--- src/rtl/matrix_pkg.sv ---
// Shared types and constants for the matrix result byte streamer.
// RESULT_HDR_EN (when defined) prepends a one-byte header to every result.
package matrix_pkg;

  typedef enum logic [1:0] {
    IDLE   = 2'd0,
    SEND   = 2'd1,
    FINISH = 2'd2
  } state_t;

  localparam int WORD_W       = 16;
  localparam int BYTE_W       = 8;
  localparam int CNT_W        = 4;
  localparam int NUM_WORDS    = 4;
  localparam int BYTES_MATRIX = 8;
  localparam int BYTES_DET    = 2;
  localparam logic [3:0] HDR_NIBBLE = 4'hA;

`ifdef RESULT_HDR_EN
  localparam int HDR_BYTES = 1;
`else
  localparam int HDR_BYTES = 0;
`endif

  // Room for the full matrix payload plus an optional header slot.
  localparam int STREAM_LEN = BYTES_MATRIX + 1;

  // Index of the final byte of a result, counting the header when present.
  function automatic logic [CNT_W-1:0] last_index(input logic matrix_form);
    if (matrix_form)
      last_index = CNT_W'(BYTES_MATRIX + HDR_BYTES - 1);
    else
      last_index = CNT_W'(BYTES_DET + HDR_BYTES - 1);
  endfunction

  function automatic logic [BYTE_W-1:0] hdr_byte(input logic matrix_form);
    hdr_byte = {HDR_NIBBLE, 3'b000, matrix_form};
  endfunction

endpackage

--- src/rtl/matrix_result_tx.sv ---
// Serialises a 2x2 matrix (C11..C22) or a determinant (C11) into a ready/valid
// byte stream, high byte first. Optional header byte under RESULT_HDR_EN.
module matrix_result_tx
  import matrix_pkg::*;
(
  input  logic              clk,
  input  logic              rst_n,
  input  logic              start,
  input  logic              data_form,
  input  logic [WORD_W-1:0] C11,
  input  logic [WORD_W-1:0] C12,
  input  logic [WORD_W-1:0] C21,
  input  logic [WORD_W-1:0] C22,
  output logic [BYTE_W-1:0] out_data,
  output logic              out_valid,
  input  logic              out_ready,
  output logic              out_last,
  output logic              busy,
  output logic              done
);

  state_t             state_reg, state_next;
  logic [CNT_W-1:0]   cnt_reg, cnt_next;
  logic               form_reg;
  logic [WORD_W-1:0]  words_reg [0:NUM_WORDS-1];
  logic               load;
  logic               is_final;
  logic [BYTE_W-1:0]  data_bytes   [0:BYTES_MATRIX-1];
  logic [BYTE_W-1:0]  stream_bytes [0:STREAM_LEN-1];
  logic [BYTE_W-1:0]  sel_byte;

  always_ff @(posedge clk or negedge rst_n) begin
    if (!rst_n) begin
      state_reg <= IDLE;
      cnt_reg   <= '0;
    end else begin
      state_reg <= state_next;
      cnt_reg   <= cnt_next;
    end
  end

  // Operands are captured only from IDLE, so a start during a transfer is inert.
  always_ff @(posedge clk or negedge rst_n) begin
    if (!rst_n) begin
      form_reg <= 1'b0;
      for (int i = 0; i < NUM_WORDS; i++) words_reg[i] <= '0;
    end else if (load) begin
      form_reg     <= data_form;
      words_reg[0] <= C11;
      words_reg[1] <= C12;
      words_reg[2] <= C21;
      words_reg[3] <= C22;
    end
  end

  genvar gi;
  generate
    for (gi = 0; gi < NUM_WORDS; gi++) begin : g_split
      assign data_bytes[2*gi]   = words_reg[gi][WORD_W-1:BYTE_W];
      assign data_bytes[2*gi+1] = words_reg[gi][BYTE_W-1:0];
    end

`ifdef RESULT_HDR_EN
    assign stream_bytes[0] = hdr_byte(form_reg);
    for (gi = 0; gi < BYTES_MATRIX; gi++) begin : g_stream_hdr
      assign stream_bytes[gi+1] = data_bytes[gi];
    end
`else
    for (gi = 0; gi < BYTES_MATRIX; gi++) begin : g_stream
      assign stream_bytes[gi] = data_bytes[gi];
    end
    assign stream_bytes[STREAM_LEN-1] = '0;
`endif
  endgenerate

  // Counter-indexed byte mux; determinant mode simply stops after C11.
  always_comb begin
    sel_byte = '0;
    for (int i = 0; i < STREAM_LEN; i++) begin
      if (cnt_reg == CNT_W'(i)) sel_byte = stream_bytes[i];
    end
  end

  assign is_final = (cnt_reg == last_index(form_reg));

  always_comb begin
    state_next = state_reg;
    cnt_next   = cnt_reg;
    load       = 1'b0;
    out_valid  = 1'b0;
    out_last   = 1'b0;
    out_data   = '0;
    busy       = 1'b0;
    done       = 1'b0;
    case (state_reg)
      IDLE: begin
        if (start) begin
          load       = 1'b1;
          cnt_next   = '0;
          state_next = SEND;
        end
      end
      SEND: begin
        busy      = 1'b1;
        out_valid = 1'b1;
        out_data  = sel_byte;
        out_last  = is_final;
        if (out_ready) begin
          if (is_final) begin
            cnt_next   = '0;
            state_next = FINISH;
          end else begin
            cnt_next = cnt_reg + 1'b1;
          end
        end
      end
      FINISH: begin
        busy       = 1'b1;
        done       = 1'b1;
        state_next = IDLE;
      end
      default: state_next = IDLE;
    endcase
  end

endmodule

--- config.mk ---
export PLATFORM = sky130hd
export DESIGN_NAME = matrix_result_tx
export DESIGN_NICKNAME = d
export VERILOG_FILES = /design/src/rtl/matrix_pkg.sv /design/src/rtl/matrix_result_tx.sv
export SDC_FILE = /design/constraint.sdc
export NUM_CORES = 1
export LEC_CHECK = 0
export BUFFER_PORTS_ARGS = -buffer_cell sky130_fd_sc_hd__buf_2
export CAP_MARGIN = 20
export CORE_UTILIZATION = 40
export CTS_BUF_LIST = sky130_fd_sc_hd__clkbuf_8
export CTS_CLUSTER_DIAMETER = 60
export DETAILED_ROUTE_END_ITERATION = 7
export MAX_ROUTING_LAYER = met4
export PLACE_DENSITY = 0.71
export SETUP_SLACK_MARGIN = 0.3
export SYNTH_ARGS = -nofsm -noshare
export SYNTH_HDL_FRONTEND = slang
export SYNTH_SLANG_ARGS = --single-unit
--- constraint.sdc ---
create_clock -name clk -period 3.9 [get_ports clk]
set_clock_uncertainty 0.2 [all_clocks]
set_input_delay 0.195 -clock clk [delete_from_list [all_inputs] [get_ports clk]]
set_output_delay 0.195 -clock clk [all_outputs]
set_load 0.02 [all_outputs]
==> results of run 1 <==
[layout by cell type, fill, tap and decap left out, types with 9 or more instances in the layout]
master | synthesis | final
dfrtp_1 | 71 | 71
buf_2 | 8 | 80
a221oi_1 | 16 | 16
dlygate4sd3_1 | 0 | 66
o22ai_1 | 10 | 10
inv_1 | 9 | 9
mux2_2 | 65 | 65
clkbuf_8 | 0 | 9
[worst register-to-register path: stages (launching register included)]
cell and delay [ps]:
dfrtp_1 370, inv_1 80, ha_1 240, nand2_2 560
buf_4 440, mux2_2 380
[worst min-delay path by stage]
stage | to | slack, ps | cells past startpoint
after floorplan | cnt_reg[0]$_DFFE_PN0P_ | -300 | 0
after global placement | state_reg[0]$_DFFE_PN0P_ | 180 | 1
after detailed placement | state_reg[0]$_DFFE_PN0P_ | 180 | 1
after CTS | cnt_reg[0]$_DFFE_PN0P_ | 70 | 3
after global routing | cnt_reg[0]$_DFFE_PN0P_ | 130 | 3
final | cnt_reg[0]$_DFFE_PN0P_ | 80 | 3
[metrics by stage]
stage | cell area (um2) | total power [uW] | std cells | utilization
detailed placement | 3880 | 2750 | 440 | 0.470
global route | 4690 | 3490 | 520 | 0.568
finish | 4690 | 3280 | 520 | 0.568
global placement | 3880 | 2710 | 440 | 0.470
floorplan | 3410 | 2330 | 273 | -
CTS | 4690 | 3280 | 520 | 0.568
[cell usage after synthesis (2+ instances only)]
master and n:
nor2_1 3, inv_1 9, buf_2 8, a22oi_1 8, a221oi_1 16, nand3_1 2
o32ai_1 8, a211o_1 2, clkbuf_2 2, mux2_2 65, o21ai_0 8, nand2_1 8
dfrtp_1 71, buf_1 4, nor2b_1 4, nand2b_1 3, and3_1 8, o22ai_1 10
ha_1 8, clkbuf_1 7, a21oi_1 7
[cells by family after synthesis]
group,after synthesis,share of synthesized area
AOI/OAI and AO/OA,66,0.144
DFF,71,0.520
buffers and inverters,30,0.0366
adders and majority gates,8,0.0293
and+or+nand+nor,32,0.0517
muxes,66,0.218
[per-layer routing]
layer  up-vias  GRT usage  share of wire
met5         -          -              0
met3        22     0.0346          0.044
met4         0      0.101          0.029
met2        88      0.353           0.49
li1       1308          -              -
met1      1374      0.282           0.43
[report_power, final]
group	switching, uW	total [uW]	internal, uW
Sequential	280	1390	1110
Combinational	712	1420	710
Clock	256	475	219
[layout make-up]
| cell class | instances | share of cell area |
|---|---|---|
| Multi-Input combinational cell | 172 | 0.323 |
| Clock inverter | 5 | 0.00587 |
| Tap cell | 105 | 0.0280 |
| Clock buffer | 9 | 0.0264 |
| Timing Repair Buffer | 149 | 0.231 |
| Sequential cell | 71 | 0.379 |
| Inverter | 9 | 0.00720 |
==> run metrics, run 1 <==
area of the multi-input gates 0.00152 mm2; row count 33; CP required 3500 ps; Setup WS post-layout 657 ps; EDFF count, synth 0; Final ANT Viol Nets 0; routability cong. 0.880; end point of the critical path out_data[0]; cts hold-fix bufs 66; leakage 0.00211 uW; worst vdd ir 0.307 mV; number of hold violations in the final report 0; Max Fclk 0.308 GHz; FFs w/ async S/R, synth 1.00; register area 0.00178 mm2; final WL 8.98 mm; initial antenna violation count 0; cts repair resizes 0; Final nets 489; Die W 94.4 um; DR WL/cell 17.3 um; CP Capture Type output port; Hold/Removal Path Class in -> reg; Hold Slack 77.8 ps; Max-slew headroom 0.391; CP Class reg -> out; max reg flops 64; critical path's top delay family simple AND/OR/NAND/NOR gates; max cap viols 0; worst-margin pin slew 914 ps; # IOs 81; # port buffers 80; crit path max fanout 14; post-CTS repair timing setup buffer count 0; post-synth top area cell dfrtp_1; Critical-path top delay cell nor2b_1; fillcell total 715; Starting DRT DRC Count 201; Clk pin slew, worst setup/hold paths 70 ps; die area 0.00891 mm2; clk buf depth 2; Bufs and invs on worst path 2; Mapped Area 0.00341 mm2; FF-to-FF setup slack 1520 ps; Synth Flop Type dfrtp_1; clock sink total 71; CTS Root Cell clkbuf_8; YS warnings 0; largest net degree at the start of global routing 43; HP Start out_ready; fin crit share 0.831; R2R cell count 5; outcome completed; Avg Cell Area, Syn 12.5 um2; via count 2,792; launch point of the critical path cnt_reg[0]$_DFFE_PN0P_; Worst path max stage delay 540 ps; sequential fraction of the synthesis area 0.520; H-Tree Depth 3; dpl ws 1090 ps; reg-to-reg critical path startpoint state_reg[0]$_DFFE_PN0P_; GRT overflow 0; CTS buffer count 9; final setup fails 0; Via density 5.37; vias in the first global route 2,771; Crit path depth 7; synth-to-layout area growth 37.4%; ranking of synthesized cells by area dfrtp_1 52%, mux2_2 21%, a221oi_1 4.1%; Starting Density 0.413; CP Data Arrival Time 2850 ps; Worst R2R End data_bytes[13]$_DFFE_PN0P_; number of antenna diodes 0; share of layout cells above drive strength 1 0.400; clk_lat worst skew 340 ps; Mapped Cells 273; pwr dens 700 mW/mm2; die height 94.4 um; setup_tns 0 ps; #FFs+latches synth 71; Mapped Nets 350; CTS tree built; count of cell types in the netlist 33; DRC 0; unrepaired setup endpoints after global routing no; critical-path cell list inv_1, ha_1, nor2b_1, a221oi_1, o32ai_1, and3_1, buf_2; fin crit period 3240 ps; top-area cell type share of the netlist area 0.520; Post-DP HPWL 6.00 mm; CP Launch Type register; Pre-antenna DRT Iters 4; Final Max Tran Viols 0; Core Region 0.00826 mm2; first-pass GRT wire length 14.2 mm; gr usage total 0.223
(Power assumes the default switching activity.)
==> run 2, diff against run 1 <==
==> constraint.sdc (replaced) <==
create_clock -name clk -period 3 [get_ports clk]
set_clock_uncertainty 0.2 [all_clocks]
set_input_delay 0.15 -clock clk [delete_from_list [all_inputs] [get_ports clk]]
set_output_delay 0.15 -clock clk [all_outputs]
set_load 0.02 [all_outputs]
==> run metrics, run 2 (synthesis results as in run 1) <==
Final ANT Viol Nets 0 (unchanged); most frequent cells in the layout 72 x buf_2, 69 x dfrtp_1, 66 x dlygate4sd3_1; Final nets 500 (+2.2%); max cap viols 0 (unchanged); synth-to-layout area growth 52.7%; fin crit period 2720 ps; CTS tree built; Max Fclk 0.367 GHz; CTS buffer count 9 (unchanged); final setup fails 0 (unchanged); final WL 9.63 mm (+7.3%); Max-slew headroom 0.431 (+0.0400); clk_lat worst skew 350 ps (about the same); GRT overflow 0 (unchanged); crit path max fanout 8 (-6); DP Area 0.00392 mm2 (+0.97%); CP required 2650 ps (-850 ps); share of layout cells above drive strength 1 0.502 (+0.102); Via density 5.49 (+2.2%); clk buf depth 2 (unchanged); FF-to-FF setup slack 800 ps (-720 ps); end point of the critical path out_data[5]; max reg flops 64 (unchanged); HP Start out_ready; fin crit share 0.908; clock sink total 71 (unchanged); Core Region 0.00826 mm2 (unchanged); Post-DP HPWL 6.03 mm (+0.44%); CTS Root Cell clkbuf_8; gr usage total 0.218 (-0.00467); total power 4990 uW (+52%); area of the multi-input gates 0.00187 mm2 (+24%); CP Data Arrival Time 2370 ps (-480 ps); worst vdd ir 0.604 mV (+97%); Final Max Tran Viols 0 (unchanged); worst-margin pin slew 854 ps (-60.0 ps); vias in the first global route 2,893 (+4.4%); Starting DRT DRC Count 161 (-20%); final instance area 0.00521 mm2 (+11%); Pre-antenna DRT Iters 4 (unchanged); unrepaired setup endpoints after global routing yes; DR WL/cell 18.1 um (+4.6%); Hold Slack 85.5 ps (+7.74 ps); fillcell total 627 (-12%); Starting Density 0.413 (unchanged); Die W 94.4 um (unchanged); reg-to-reg critical path startpoint cnt_reg[1]$_DFFE_PN0P_; CP Class reg -> out; die area 0.00891 mm2 (unchanged); utilization after layout 0.631 (+0.0630); CP Launch Type register; via count 2,925 (+4.8%); most common cell after layout, fill and taps aside buf_2; initial antenna violation count 0 (unchanged); largest net degree at the start of global routing 39 (-9.3%); number of hold violations in the final report 0 (unchanged); leakage 0.00227 uW (+7.7%); setup_tns 0 ps (unchanged); Worst R2R End state_reg[0]$_DFFE_PN0P_; die height 94.4 um (unchanged); outcome completed; Hold Path Depth 3 (unchanged); # IOs 81 (unchanged); row count 33 (unchanged); first-pass GRT wire length 14.1 mm (-0.59%); register area 0.00178 mm2 (+0.28%); CP Capture Type output port; Hold/Removal Path Class in -> reg; number of antenna diodes 0 (unchanged); H-Tree Depth 3 (unchanged); DRC 0 (unchanged); routability cong. 0.863 (-1.9%); pwr dens 957 mW/mm2 (+37%); # port buffers 80 (unchanged); Clk pin slew, worst setup/hold paths 80 ps (about the same); launch point of the critical path cnt_reg[1]$_DFFE_PN0P_; R2R cell count 5 (unchanged)
## run 2: worst min-delay path by stage
| stage | endpoint |
|---|---|
| 5_1_grt | state_reg[1]$_DFFE_PN0P_ |
| 4_1_cts | cnt_reg[0]$_DFFE_PN0P_ |
| 6_report | state_reg[1]$_DFFE_PN0P_ |
| 2_1_floorplan | cnt_reg[0]$_DFFE_PN0P_ |
| 3_3_place_gp | state_reg[0]$_DFFE_PN0P_ |
| 3_5_place_dp | state_reg[1]$_DFFE_PN0P_ |
## run 2: metrics by stage
step                      instances  worst slack (ps)
after floorplan                 273               863
after global placement          445               533
after detailed placement        445               444
after CTS                       528               303
after global routing            533               209
final                           533               277
## run 2: worst max-delay path, stage by stage (launching register included)
cell and delay [ps]:
dfrtp_1 440, inv_2 110, ha_4 200, or3b_4 510, a221oi_2 230, o32ai_2 140
and3_1 240, buf_4 160
## run 2: layout make-up
type,count,area share
clock buffer,9,0.0238
clock inverter,7,0.0113
inverter,9,0.00648
multi-input combinational,172,0.360
sequential,71,0.342
tap,105,0.0252
timing repair buffer,160,0.232
## run 2: power breakdown
| group | internal, uW | switching (uW) | leakage (uW) |
|---|---|---|---|
| combinational | 1250 | 1110 | 0.00132 |
| clock | 372 | 344 | 0.000108 |
| sequential | 1440 | 473 | 0.000838 |
| total | 3060 | 1930 | 0.00227 |
## run 2: layer usage
metal | track usage | vias to the layer above | routed length (um)
li1 | - | 1336 | -
met1 | 0.260 | 1457 | 3970
met2 | 0.360 | 109 | 4940
met3 | 0.0604 | 23 | 454
met4 | 0.0679 | 0 | 270
met5 | - | - | 0
## run 2: what timing repair did
action / CTS / global route
buffers inserted: 1 / 5
hold endpoints to repair: 101 / 0
pin swaps: 1 / 17
setup endpoints to repair: 8 / 8
resized for setup: 6 / 64
hold buffers: 66 / 0
==> run 3, diff against run 2 <==
--- a/config.mk
+++ b/config.mk
@@ -12,7 +12,8 @@
 export CTS_CLUSTER_DIAMETER = 60
 export DETAILED_ROUTE_END_ITERATION = 7
 export MAX_ROUTING_LAYER = met4
-export PLACE_DENSITY = 0.71
+export PLACE_DENSITY = 0.63
+export REMOVE_ABC_BUFFERS = 1
 export SETUP_SLACK_MARGIN = 0.3
 export SYNTH_ARGS = -nofsm -noshare
 export SYNTH_HDL_FRONTEND = slang
==> run metrics, run 3 (synthesis results as in run 1) <==
outcome completed; max cap viols 0 (unchanged); final setup fails 0 (unchanged); CP Launch Type register; launch point of the critical path cnt_reg[1]$_DFFE_PN0P_; CP Data Arrival Time 2280 ps (-90 ps); CP required 2650 ps (about the same); Final Max Tran Viols 0 (unchanged); # port buffers 80 (unchanged); max reg flops 64 (unchanged); Hold/Removal Path Class in -> reg; Hold Slack 22.9 ps (-62.7 ps); CTS Root Cell clkbuf_8; vias in the first global route 2,971 (+2.7%); Max-slew headroom 0.455 (+0.0246); Final ANT Viol Nets 0 (unchanged); Via density 5.37 (-2.1%); DP Area 0.00395 mm2 (+0.70%); Die W 94.4 um (unchanged); first-pass GRT wire length 14.3 mm (+1.4%); Starting DRT DRC Count 158 (-1.9%); leakage 0.00225 uW (-0.91%); CP Capture Type output port; fin crit share 0.876 (-0.0315); Starting Density 0.413 (unchanged); die height 94.4 um (unchanged); via count 2,885 (-1.4%); FF-to-FF setup slack 920 ps (+120 ps); row count 33 (unchanged); CP Class reg -> out; pwr dens 927 mW/mm2 (-3.1%); clock sink total 71 (unchanged); most frequent cells in the layout 75 x buf_2, 69 x dfrtp_1, 66 x dlygate4sd3_1; end point of the critical path out_data[7]; # IOs 81 (unchanged); final WL 9.21 mm (-4.4%); initial antenna violation count 0 (unchanged); worst vdd ir 0.585 mV (-3.2%); final instance area 0.00505 mm2 (-3.0%); die area 0.00891 mm2 (unchanged); CTS buffer count 9 (unchanged); Setup WS post-layout 372 ps (+94.4 ps); setup_tns 0 ps (unchanged); largest net degree at the start of global routing 38 (-2.6%); number of hold violations in the final report 0 (unchanged); worst-margin pin slew 817 ps (-36.9 ps); H-Tree Depth 3 (unchanged); crit path max fanout 8 (unchanged); utilization after layout 0.612 (-0.0192); Final nets 504 (+0.80%); routability cong. 0.782 (-9.4%); gr usage total 0.224 (+0.00566); reg-to-reg critical path startpoint state_reg[1]$_DFFE_PN0P_; Post-DP HPWL 5.86 mm (-2.8%); clk_lat worst skew 350 ps (about the same); DR WL/cell 17.2 um (-5.1%); unrepaired setup endpoints after global routing yes; GRT overflow 0 (unchanged); dpl ws 467 ps (+22.6 ps); Clk pin slew, worst setup/hold paths 70 ps (about the same); share of layout cells above drive strength 1 0.481 (-0.0209); Worst R2R End state_reg[0]$_DFFE_PN0P_; Core Region 0.00826 mm2 (unchanged); clk buf depth 2 (unchanged); fin crit period 2630 ps (-94.4 ps); Max Fclk 0.380 GHz (+3.6%); R2R cell count 6 (+1); synth-to-layout area growth 48.0%; CTS tree built; DRC 0 (unchanged); number of antenna diodes 0 (unchanged); Pre-antenna DRT Iters 4 (unchanged); most common cell after layout, fill and taps aside buf_2
[run 3: cell types whose count changed in the layout (fill, tap and decap cells not counted), sizes merged]
cell | previous run | this run
clkinv | 2 | 4
buf | 94 | 98
clkinvlp | 0 | 1
inv | 13 | 10
[run 3: where the power goes]
part | internal, uW | total, uW | leakage (uW) | switching (uW)
registers | 1440 | 1790 | 0.000838 | 351
logic | 1140 | 2160 | 0.00131 | 1020
clock network | 378 | 740 | 0.000100 | 363
[run 3: final cells by class]
| class | count | area, um2 |
|---|---|---|
| sequential | 71 | 1780 |
| tap | 105 | 131 |
| timing repair buffer | 164 | 1240 |
| fill | 656 | 3200 |
| multi-input combinational | 172 | 1680 |
| clock inverter | 7 | 65.1 |
| clock buffer | 9 | 124 |
| inverter | 9 | 33.8 |
[run 3: stage by stage]
stage / total power (uW) / instances
floorplan: 3000 / 252
global placement: 3540 / 447
detailed placement: 3590 / 447
CTS: 4420 / 529
global route: 4970 / 537
finish: 4690 / 537
[run 3: worst min path at each step]
stage	slack (ps)	start	to	cells after the start
floorplan	-350	rst_n	cnt_reg[0]$_DFFE_PN0P_	0
global placement	90	rst_n	data_bytes[4]$_DFFE_PN0P_	1
detailed placement	90	rst_n	data_bytes[4]$_DFFE_PN0P_	1
CTS	20	out_ready	cnt_reg[0]$_DFFE_PN0P_	3
global route	50	out_ready	cnt_reg[0]$_DFFE_PN0P_	3
finish	20	out_ready	cnt_reg[0]$_DFFE_PN0P_	3
[run 3: critical path: stages (launching register included)]
cell and delay, ps:
dfrtp_2 460, inv_2 90, ha_4 190, or3b_4 500, a221oi_2 250, o32ai_2 110
and3_1 180, buf_2 150
[run 3: layer usage]
layer	vias to the layer above	part of all wire	track usage
li1	1342	-	-
met1	1454	0.44	0.269
met2	80	0.50	0.376
met3	9	0.045	0.0620
met4	0	0.0077	0.0487
met5	-	0	-
[run 3: repair_timing]
| item | CTS | global route |
|---|---|---|
| pin swaps | 0 | 9 |
| hold buffers | 66 | 0 |
| gates resized for setup | 7 | 33 |
| setup endpoints to repair | 8 | 8 |
| endpoints found under the hold margin | 99 | 0 |
| buffers inserted | 0 | 8 |
